`src/rtl/b13_serial_rx.sv`:
```
// b13_serial_rx: 8N1 serial receiver. It holds one byte under a ready/ack handshake
// and reports framing errors and overruns.
module b13_serial_rx #(
   parameter int BIT_TICKS = 16,
   parameter int CNT_W     = 7
) (
   input  logic       clock,
   input  logic       reset,
   input  logic       rx_in,
   output logic [7:0] dato,
   output logic       dato_ready,
   input  logic       dato_ack,
   output logic       dsr,
   output logic       frame_error,
   output logic       overrun
);
   localparam logic [CNT_W-1:0] HALF_M1 = CNT_W'(BIT_TICKS / 2 - 1);
   localparam logic [CNT_W-1:0] FULL_M1 = CNT_W'(BIT_TICKS - 1);

   typedef enum logic [2:0] {IDLE, START, DATA, STOP, BREAK} state_t;

   state_t           state_q;
   logic             s1_q, rx_s_q;
   logic [CNT_W-1:0] cnt_q, cnt_d;
   logic [2:0]       idx_q;
   logic [7:0]       shift_q, dato_q;
   logic             ready_q, fe_q, ovr_q;
   logic             tick, good;

   assign tick  = cnt_q == '0;
   assign good  = state_q == STOP && tick && rx_s_q;
   assign cnt_d = tick ? FULL_M1 : cnt_q - 1'b1;

   assign dato        = dato_q;
   assign dato_ready  = ready_q;
   assign dsr         = ~ready_q;
   assign frame_error = fe_q;
   assign overrun     = ovr_q;

   always_ff @(posedge clock) begin
      if (reset) begin
         state_q <= IDLE;
         s1_q    <= 1'b1;
         rx_s_q  <= 1'b1;
         cnt_q   <= '0;
         idx_q   <= '0;
         shift_q <= '0;
         dato_q  <= '0;
         ready_q <= 1'b0;
         fe_q    <= 1'b0;
         ovr_q   <= 1'b0;
      end else begin
         s1_q   <= rx_in;
         rx_s_q <= s1_q;
         fe_q   <= 1'b0;
         case (state_q)
            IDLE: if (!rx_s_q) begin
               cnt_q   <= HALF_M1;
               state_q <= START;
            end
            START: begin
               cnt_q <= cnt_d;
               if (tick) begin
                  idx_q   <= '0;
                  state_q <= rx_s_q ? IDLE : DATA;
               end
            end
            DATA: begin
               cnt_q <= cnt_d;
               if (tick) begin
                  // LSB arrives first, so shifting in at the MSB leaves bit 0 at the bottom
                  shift_q <= {rx_s_q, shift_q[7:1]};
                  idx_q   <= idx_q + 1'b1;
                  if (idx_q == 3'd7) state_q <= STOP;
               end
            end
            STOP: begin
               cnt_q <= cnt_d;
               if (tick) begin
                  fe_q    <= ~rx_s_q;
                  state_q <= rx_s_q ? IDLE : BREAK;
               end
            end
            BREAK: if (rx_s_q) state_q <= IDLE;
            default: state_q <= IDLE;
         endcase
         // A good frame wins over an ack at the same edge: the new byte replaces the acked one
         if (good && (!ready_q || dato_ack)) begin
            dato_q  <= shift_q;
            ready_q <= 1'b1;
         end else if (good) begin
            ovr_q <= 1'b1;
         end else if (dato_ack && ready_q) begin
            ready_q <= 1'b0;
            ovr_q   <= 1'b0;
         end
      end
   end
endmodule

```
`config.mk`:
```
export PLATFORM = sky130hd
export DESIGN_NAME = b13_serial_rx
export DESIGN_NICKNAME = d
export VERILOG_FILES = /design/src/rtl/b13_serial_rx.sv
export SDC_FILE = /design/constraint.sdc
export NUM_CORES = 1
export LEC_CHECK = 0
export CORE_AREA = 2 2 55 57
export CTS_CLUSTER_SIZE = 24
export DETAILED_ROUTE_END_ITERATION = 16
export DIE_AREA = 0 0 57 59
export MAX_ROUTING_LAYER = met4
export PLACE_DENSITY = 0.79
export SYNTH_ARGS = -nofsm -noshare
export SYNTH_HDL_FRONTEND = slang
export SYNTH_SLANG_ARGS = --single-unit
```
`constraint.sdc`:
```
create_clock -name clock -period 4.2 [get_ports clock]
set_clock_uncertainty 0.1 [all_clocks]
set_input_delay 0.42 -clock clock [delete_from_list [all_inputs] [get_ports clock]]
set_output_delay 0.42 -clock clock [all_outputs]
set_load 0.005 [all_outputs]
```
== After elaboration in Yosys (flattened, before gate mapping) ==
Cells that the tools add are included.

* Bits of input ports: 4
* Flip-flop bits (word level): 34
* Output and inout port bits: 12

* Muxes and demuxes: 19
* Equal/unequal tests: 12
* Reductions and logical operators: 20
* Add/sub/neg operators: 2
* Bitwise logic cells: 5

{| class="wikitable"
|+ Operators with widths
! operator !! count
|-
| 3-bit two-way mux || 9
|-
| 3-bit case mux with 5 select lines || 1
|-
| 7-bit two-way mux || 2
|-
| 7-bit case mux with 2 select lines || 1
|-
| 2-bit != test (second input constant) || 6
|-
| 2-bit AND reduction || 4
|-
| 2-bit nonzero test || 4
|-
| 7-bit zero test || 1
|-
| 7-bit by 1-bit subtractor with 7-bit output (second input constant) || 1
|-
| 3-bit by 2-bit equality test with 1-bit output (second input constant) || 2
|-
| 3-bit equality test (second input constant) || 2
|-
| 3-bit case mux with 2 select lines || 1
|-
| 6-bit AND reduction || 1
|-
| 3-bit OR reduction || 2
|-
| 1-bit NOT || 5
|-
| 1-bit logical AND || 4
|-
| 1-bit two-way mux || 4
|-
| 3-bit by 1-bit adder with 3-bit output (second input constant) || 1
|-
| 3-bit by 1-bit equality test with 1-bit output (second input constant) || 1
|-
| 3-bit zero test || 1
|-
| 3-bit AND reduction || 1
|-
| 2-bit two-way mux || 1
|-
| 2-bit by 1-bit != test with 1-bit output (second input constant) || 1
|-
| 1-bit zero test || 1
|-
| 1-bit logical OR || 1
|}

== Logic depth before layout (Yosys ltp) ==
Gate-level depths: netlist (run 1).

* Depth after elaboration: 6
* Depth in mapped cells: 7

== Least setup slack after synthesis (run 1) ==
Ideal clock, no wire load.

* Path kind: reg-to-reg
* Start: reg cnt_q[0]
* End: reg dato_q[0], in the netlist dato[0]
* Arrival time: 1.725 ns
* Buffers on the path: 0
* Stages on the path, launching flop included: 7
* Required time: 4.028 ns
* Path slack: 2.304 ns
* Path through: dfxtp_1 inv_1 ha_1 nor4b_4 nand2_2 nor4_4 mux2i_1

* Cells in the longest elaborated chain, start to end: 4

{| class="wikitable"
|+ RTL lines
! item !! line !! RTL
|-
| from (decl) || 24 || <nowiki>logic [CNT_W-1:0] cnt_q, cnt_d;</nowiki>
|-
| from (signal assigned) || 62 || <nowiki>cnt_q <= cnt_d;</nowiki>
|-
| from (signal assigned) || 69 || <nowiki>cnt_q <= cnt_d;</nowiki>
|-
| from (signal assigned) || 78 || <nowiki>cnt_q <= cnt_d;</nowiki>
|-
| 7-bit zero test || 30 || <nowiki>assign tick = cnt_q == '0;</nowiki>
|-
| 1-bit logical AND (2 in series) || 31 || <nowiki>assign good = state_q == STOP && tick && rx_s_q;</nowiki>
|-
| 1-bit logical AND || 88 || <nowiki>if (good && (!ready_q || dato_ack)) begin</nowiki>
|-
| to (signal assigned) || 89 || <nowiki>dato_q <= shift_q;</nowiki>
|-
| to (decl) || 26 || <nowiki>logic [7:0] shift_q, dato_q;</nowiki>
|}

No other way between the ends.
A chain may end at the register's enable or synchronous reset.

== Worst setup path after layout (run 1) ==
Ends and elaborated chain as after synthesis.

==> reports/metrics.cfg, run 1 <==
[pwr]
p_int_uw = 547.7
power.leakage_uw = 0.0006274
peakVddDrop_uv = 315.4
combPwrFrac = 0.098
clkPwrFrac = 0.424
powerDensity_nw_per_um2 = 397.3
p_switching_uw = 168.7
seqPwrFrac = 0.478
switching_share = 0.2355

[logic_synthesis]
synth_warnings = 0
ys_async_sr_fraction = 0
synth_top_area_share = 0.4408
ys_top_cells_by_area = dfxtp_1 44%, mux2i_1 12%, nand2b_1 4.9%, nor2_1 4.9%, ha_1 3.2%
synth_edf_count = 0
synthDistinctLibCells = 41
ys.flop_type = dfxtp_1
ys_ff_latch = 34
synth_area_per_cell_um2 = 9.897
synthesis.nets = 164
syn_inst = 156
yosys.area.top_type = dfxtp_1
syn_area_um2 = 1544
ys_seq_area_frac = 0.4408

[die]
io_pins = 16
die_w_um = 57
rows = 19
core_um2 = 2710
die_area_um2 = 3363
fp.dieH_um = 59
initial_utilization = 0.5697

[timing]
period_needed_ns = 2.185
fin_crit_sh = 0.5202
clock.fmax_ghz = 0.4577
rsz0062_at_grt = false
hold_viol = 0
slew_headroom = 0.5459
setup_tns_ns = 0
maxSlewViolCount = 0
worst_pin_slew_ns = 0.6761
setup_violations = 0
setup_ws_ns = 2.015

[global_routing]
track_usage = 0.1990
grt_pass1_wl_um = 4864
first_global_vias = 1118
grt_max_degree = 42
overflow = 0
antenna_found_initial = 0

[min_path]
min_from = s1_q$_SDFF_PP1_
hold_path.class = reg2reg

[flow_run]
maxCapViolCount = 0

[critical_path]
arrival_ns = 2.37
required_ns = 4.39
cp_cell_sequence = inv_1 > ha_1 > nor4b_4 > nand2_2 > nor4_4 > mux2i_1
cpMaxStageDelayCell = nor4_4
slowest_delay_ns = 0.65
startpoint_type = register
crit_type = reg2reg
r2r_setup_slack_ns = 2.02
end_kind = register
startpoint = cnt_q[0]$_SDFFE_PP0P_
cp_max_fo = 8
worstReg2RegStart = cnt_q[0]$_SDFFE_PP0P_

[clock_network]
path_clk_slew_ns = 0.11
cts_sinks = 34
clk_path_buf_depth = 2
cts_hold_buf = 0
root_buffer = clkbuf_4
cts_buffers = 5
postCtsSetupBuffers = 0
clock_latency_ns = 0.35
cts_tree = built
htree_levels = 2
ctsResizeCount = 0

[placement]
pre_cts_ws_ns = 2.026
io_buffers = 15
dp_hpwl_um = 1924
gp_congestion = 0.9290
place_area_um2 = 1697

[drt]
drc_errors = 0
drtPass1Iterations = 4
ant_nets = 0
viasPerCell = 5.616
wire_per_inst_um = 14.01
routed_wl_um = 2845
routed-via-count = 1140
drt_iter0_markers = 35

[final_layout]
nFillCells = 219
stdcell_area_um2 = 1803
antenna-diode-count = 0
area_delta_synth_final_pct = 16.77
drive_above_1_share = 0.1279
num-nets-final = 179

[run_status]
status = completed

sequential cells by signal (all words and copies together), names as in the netlist:
signal and cells:
cnt_q 7, dato 8, dato_ready 1, frame_error 1, idx_q 3, overrun 1, rx_s_q 1, s1_q 1
shift_q 8, state_q 3
worst paths after layout:
path                                to  cells past startpoint
setup / recovery  dato[0]$_SDFFE_PP0P_                      6
hold / removal       rx_s_q$_SDFF_PP1_                      1
setup reg to reg  dato[0]$_SDFFE_PP0P_                      6
hold reg to reg      rx_s_q$_SDFF_PP1_                      1
power by group through the flow:
| stage | Clock [uW] | Sequential (uW) | Combinational [uW] |
|---|---|---|---|
| floorplan | 0 | 345 | 56.6 |
| global placement | 0 | 347 | 66.0 |
| detailed placement | 0 | 349 | 68.6 |
| CTS | 309 | 342 | 70.1 |
| global route | 322 | 343 | 77.7 |
| finish | 304 | 342 | 70.5 |
area by class of cell:
| cell class | count | area [um^2] | share of cell area |
|---|---|---|---|
| Tap cell | 31 | 38.79 | 0.02151 |
| Multi-Input combinational cell | 110 | 804.5 | 0.4462 |
| Clock buffer | 5 | 37.54 | 0.02082 |
| Timing Repair Buffer | 16 | 157.7 | 0.08744 |
| Sequential cell | 34 | 680.7 | 0.3775 |
| Clock inverter | 3 | 68.82 | 0.03817 |
| Inverter | 4 | 15.01 | 0.008328 |
cell usage in the layout (no fill, tap or decap), types with 2 or more instances in the layout:
cell type / Yosys / layout
xor2_1: 2 / 2
nor2_1: 20 / 20
a21oi_1: 3 / 3
or2_2: 4 / 4
nand2b_1: 12 / 12
inv_1: 4 / 4
a311oi_1: 2 / 2
a211oi_1: 2 / 2
bufinv_16: 0 / 2
dfxtp_1: 34 / 34
nand2_1: 3 / 3
or4_1: 2 / 2
ha_1: 4 / 4
o21ai_0: 2 / 2
a22oi_1: 3 / 3
or2b_1: 6 / 6
nor3_1: 3 / 3
clkbuf_4: 0 / 5
nand3_1: 3 / 3
nor4b_1: 3 / 3
mux2i_1: 18 / 18
clkdlybuf4s50_1: 0 / 15
cells by family after synthesis:
kind of cell             count (synthesis)  share of synthesized area
AND/OR/NAND/NOR                         66                     0.2634
flip-flops                              34                     0.4408
XOR/XNOR                                 3                    0.01702
adder cells (fa/ha/maj)                  4                    0.03242
buffers and inverters                   12                    0.03808
multiplexers                            18                     0.1167
AO/OA/AOI/OAI                           19                    0.09157
cell usage after synthesis (all sizes together) (2+ instances only):
| cell | instances |
|---|---|
| inv | 4 |
| a21oi | 3 |
| a211oi | 2 |
| or2b | 6 |
| nor3 | 3 |
| ha | 4 |
| xor2 | 2 |
| nand2 | 4 |
| or2 | 4 |
| o21ai | 2 |
| a311oi | 2 |
| clkbuf | 4 |
| mux2i | 18 |
| or4 | 2 |
| nor4b | 4 |
| buf | 4 |
| a22oi | 3 |
| nand2b | 12 |
| dfxtp | 34 |
| nand3 | 3 |
| nor2 | 21 |
metrics by stage:
step	std cells	utilization	hold slack, ns	total power, uW
2_1_floorplan	156	-	0.2895	401.5
3_3_place_gp	195	0.6260	0.2933	413.4
3_5_place_dp	195	0.6260	0.2954	417.5
4_1_cts	203	0.6653	0.3269	721.5
5_1_grt	203	0.6653	0.3493	742.9
6_report	203	0.6653	0.3178	716.4
critical path: cells and delay by family (launching register included):
family	cells	cell delay, ns
adder cells (fa/ha/maj)	1	0.15
buffers and inverters	1	0.10
flip-flops	1	0.38
multiplexers	1	0.25
AND/OR/NAND/NOR	3	1.15
routing by layer:
layer  up-vias  global-route usage  routed length [um]
met5         -                   -                   0
met4         0             0.09967                  83
met3        11             0.07205                 140
met2        30              0.3284                1356
met1       526              0.2115                1264
li1        573                   -                   -
No activity file was read; power rests on OpenSTA's default activity.
==> run 2: changes to the inputs <==
==> config.mk (replaced) <==
export PLATFORM = sky130hd
export DESIGN_NAME = b13_serial_rx
export DESIGN_NICKNAME = d
export VERILOG_FILES = /design/src/rtl/b13_serial_rx.sv
export SDC_FILE = /design/constraint.sdc
export NUM_CORES = 1
export LEC_CHECK = 0
export CORE_AREA = 2 2 59 61
export CTS_CLUSTER_SIZE = 24
export DETAILED_ROUTE_END_ITERATION = 16
export DIE_AREA = 0 0 61 63
export MAX_ROUTING_LAYER = met4
export PLACE_DENSITY = 0.72
export SYNTH_ARGS = -nofsm -noshare
export SYNTH_HDL_FRONTEND = slang
export SYNTH_SLANG_ARGS = --single-unit
==> constraint.sdc (replaced) <==
create_clock -name clock -period 2 [get_ports clock]
set_clock_uncertainty 0.1 [all_clocks]
set_input_delay 0.2 -clock clock [delete_from_list [all_inputs] [get_ports clock]]
set_output_delay 0.2 -clock clock [all_outputs]
set_load 0.005 [all_outputs]
==> run 2 against run 1 <==
Against the previous run: combinational power increased by 140%; cell count grew 10%; sequential power increased by 110%; highest routed layer unchanged; non-clock buffer count up 6; total power grew 110%; worst setup slack got worse by 1.8 ns; clock-buffer cell count rose by 1; critical path depth did not move; routed wire length down 2.7%; first-iteration DRC count rose by 14%; utilization down 8.5 points.
==> reports/metrics.cfg, run 2 (synthesis gave the netlist of run 1 again) <==
[run_status]
status = completed

[final_layout]
final_core_util = 0.5807
nFillCells = 269
antenna-diode-count = 0
final_common_cell = dfxtp_1
drive_above_1_share = 0.1629
mostFrequentLayoutCells = 33 x dfxtp_1, 20 x nor2_1, 18 x mux2i_1
num-nets-final = 185
register_area_um2 = 681.9
area_delta_synth_final_pct = 21.56
finalNonFillerCells = 224
multiInputGateArea_um2 = 804.5

[timing]
hold_ws_ns = 0.3191
maxSlewViolCount = 0
fin_crit_sh = 0.9097
setup_tns_ns = 0
setup_violations = 0
rsz0062_at_grt = false
period_needed_ns = 1.819
clock.fmax_ghz = 0.5496
hold_viol = 0
worst_pin_slew_ns = 0.4943
setup_ws_ns = 0.1806
slew_headroom = 0.6659

[critical_path]
worstReg2RegStart = cnt_q[0]$_SDFFE_PP0P_
slowest_delay_ns = 0.45
critPathTopFamily = simple AND/OR/NAND/NOR gates
timing.rr.end = shift_q[0]$_SDFFE_PP0P_
path_buf_inv = 1
worstRegToRegCells = 6
cpMaxStageDelayCell = and3_2
arrival_ns = 1.95
crit_type = reg2reg
required_ns = 2.13
startpoint_type = register
end_kind = register
cp_max_fo = 11
cp_cell_sequence = inv_1 > ha_1 > nor4b_4 > and3_2 > mux2i_1 > nor2_1
r2r_setup_slack_ns = 0.18

[global_routing]
track_usage = 0.1682
antenna_found_initial = 0
overflow = 0
first_global_vias = 1069
grt_pass1_wl_um = 4685
grt_max_degree = 28

[min_path]
hold_end = rx_s_q$_SDFF_PP1_
min_from = s1_q$_SDFF_PP1_
hold_path.class = reg2reg
hold_path_depth = 1

[drt]
drtPass1Iterations = 4
routed-via-count = 1144
routed_wl_um = 2767
wire_per_inst_um = 12.35
drt_iter0_markers = 40
ant_nets = 0
drc_errors = 0
viasPerCell = 5.107

[die]
initial_utilization = 0.4777
die_area_um2 = 3843
die_w_um = 61
rows = 21
io_pins = 16
fp.dieH_um = 63
core_um2 = 3232

[pwr]
power.leakage_uw = 0.0006609
powerDensity_nw_per_um2 = 814.6
peakVddDrop_uv = 375.9

[flow_run]
maxCapViolCount = 0

[clock_network]
cts_sinks = 34
cts_buffers = 5
path_clk_slew_ns = 0.10
root_buffer = clkbuf_4
htree_levels = 2
clk_path_buf_depth = 2
cts_hold_buf = 0
cts_tree = built
clock_latency_ns = 0.33

[placement]
dp_hpwl_um = 1963
dp_cells = 214
gp_congestion = 0.8784
pre_cts_ws_ns = 0.06162
io_buffers = 15

[run 2: timing repair]
| action | in CTS | in global routing |
|---|---|---|
| setup endpoints to repair | 0 | 13 |
| gates resized for setup | 0 | 2 |
| setup buffers | 0 | 2 |
| endpoints found under the hold margin | 0 | 0 |
[run 2: report_power, final]
group | internal, uW | switching, uW
logic | 79.8 | 89.0
registers | 694 | 20.4
clock network | 423 | 222
[run 2: worst max path at each step]
stage	from	endpoint	slack (ns)	depth (start not counted)
finish	cnt_q[0]$_SDFFE_PP0P_	shift_q[0]$_SDFFE_PP0P_	0.18	6
detailed placement	cnt_q[0]$_SDFFE_PP0P_	dato[1]$_SDFFE_PP0P_	0.06	7
CTS	cnt_q[0]$_SDFFE_PP0P_	dato[1]$_SDFFE_PP0P_	0.05	7
global route	cnt_q[0]$_SDFFE_PP0P_	shift_q[4]$_SDFFE_PP0P_	0.02	6
global placement	cnt_q[0]$_SDFFE_PP0P_	dato[3]$_SDFFE_PP0P_	0.19	7
floorplan	cnt_q[0]$_SDFFE_PP0P_	dato[0]$_SDFFE_PP0P_	0.10	6
[run 2: area by class of cell]
type | instances | share of cell area
multi-input cells | 110 | 0.4287
flip-flops and latches | 34 | 0.3633
repair buffers | 22 | 0.1100
clock inverters | 2 | 0.03200
well taps | 46 | 0.03067
clock buffers | 6 | 0.02733
inverters | 4 | 0.008000
[run 2: through the flow]
step                power (uW)  cell area (um^2)
floorplan                843.0              1544
global placement         870.0              1745
detailed placement       878.0              1745
CTS                       1527              1857
global route              1602              1877
finish                    1529              1877
[run 2: layer usage]
| layer | part of all wire | GRT usage | up-vias |
|---|---|---|---|
| met5 | 0 | - | - |
| met4 | 0.0058 | 0.09783 | 0 |
| met3 | 0.046 | 0.06625 | 2 |
| met2 | 0.46 | 0.2245 | 30 |
| met1 | 0.49 | 0.2111 | 524 |
| li1 | - | - | 588 |
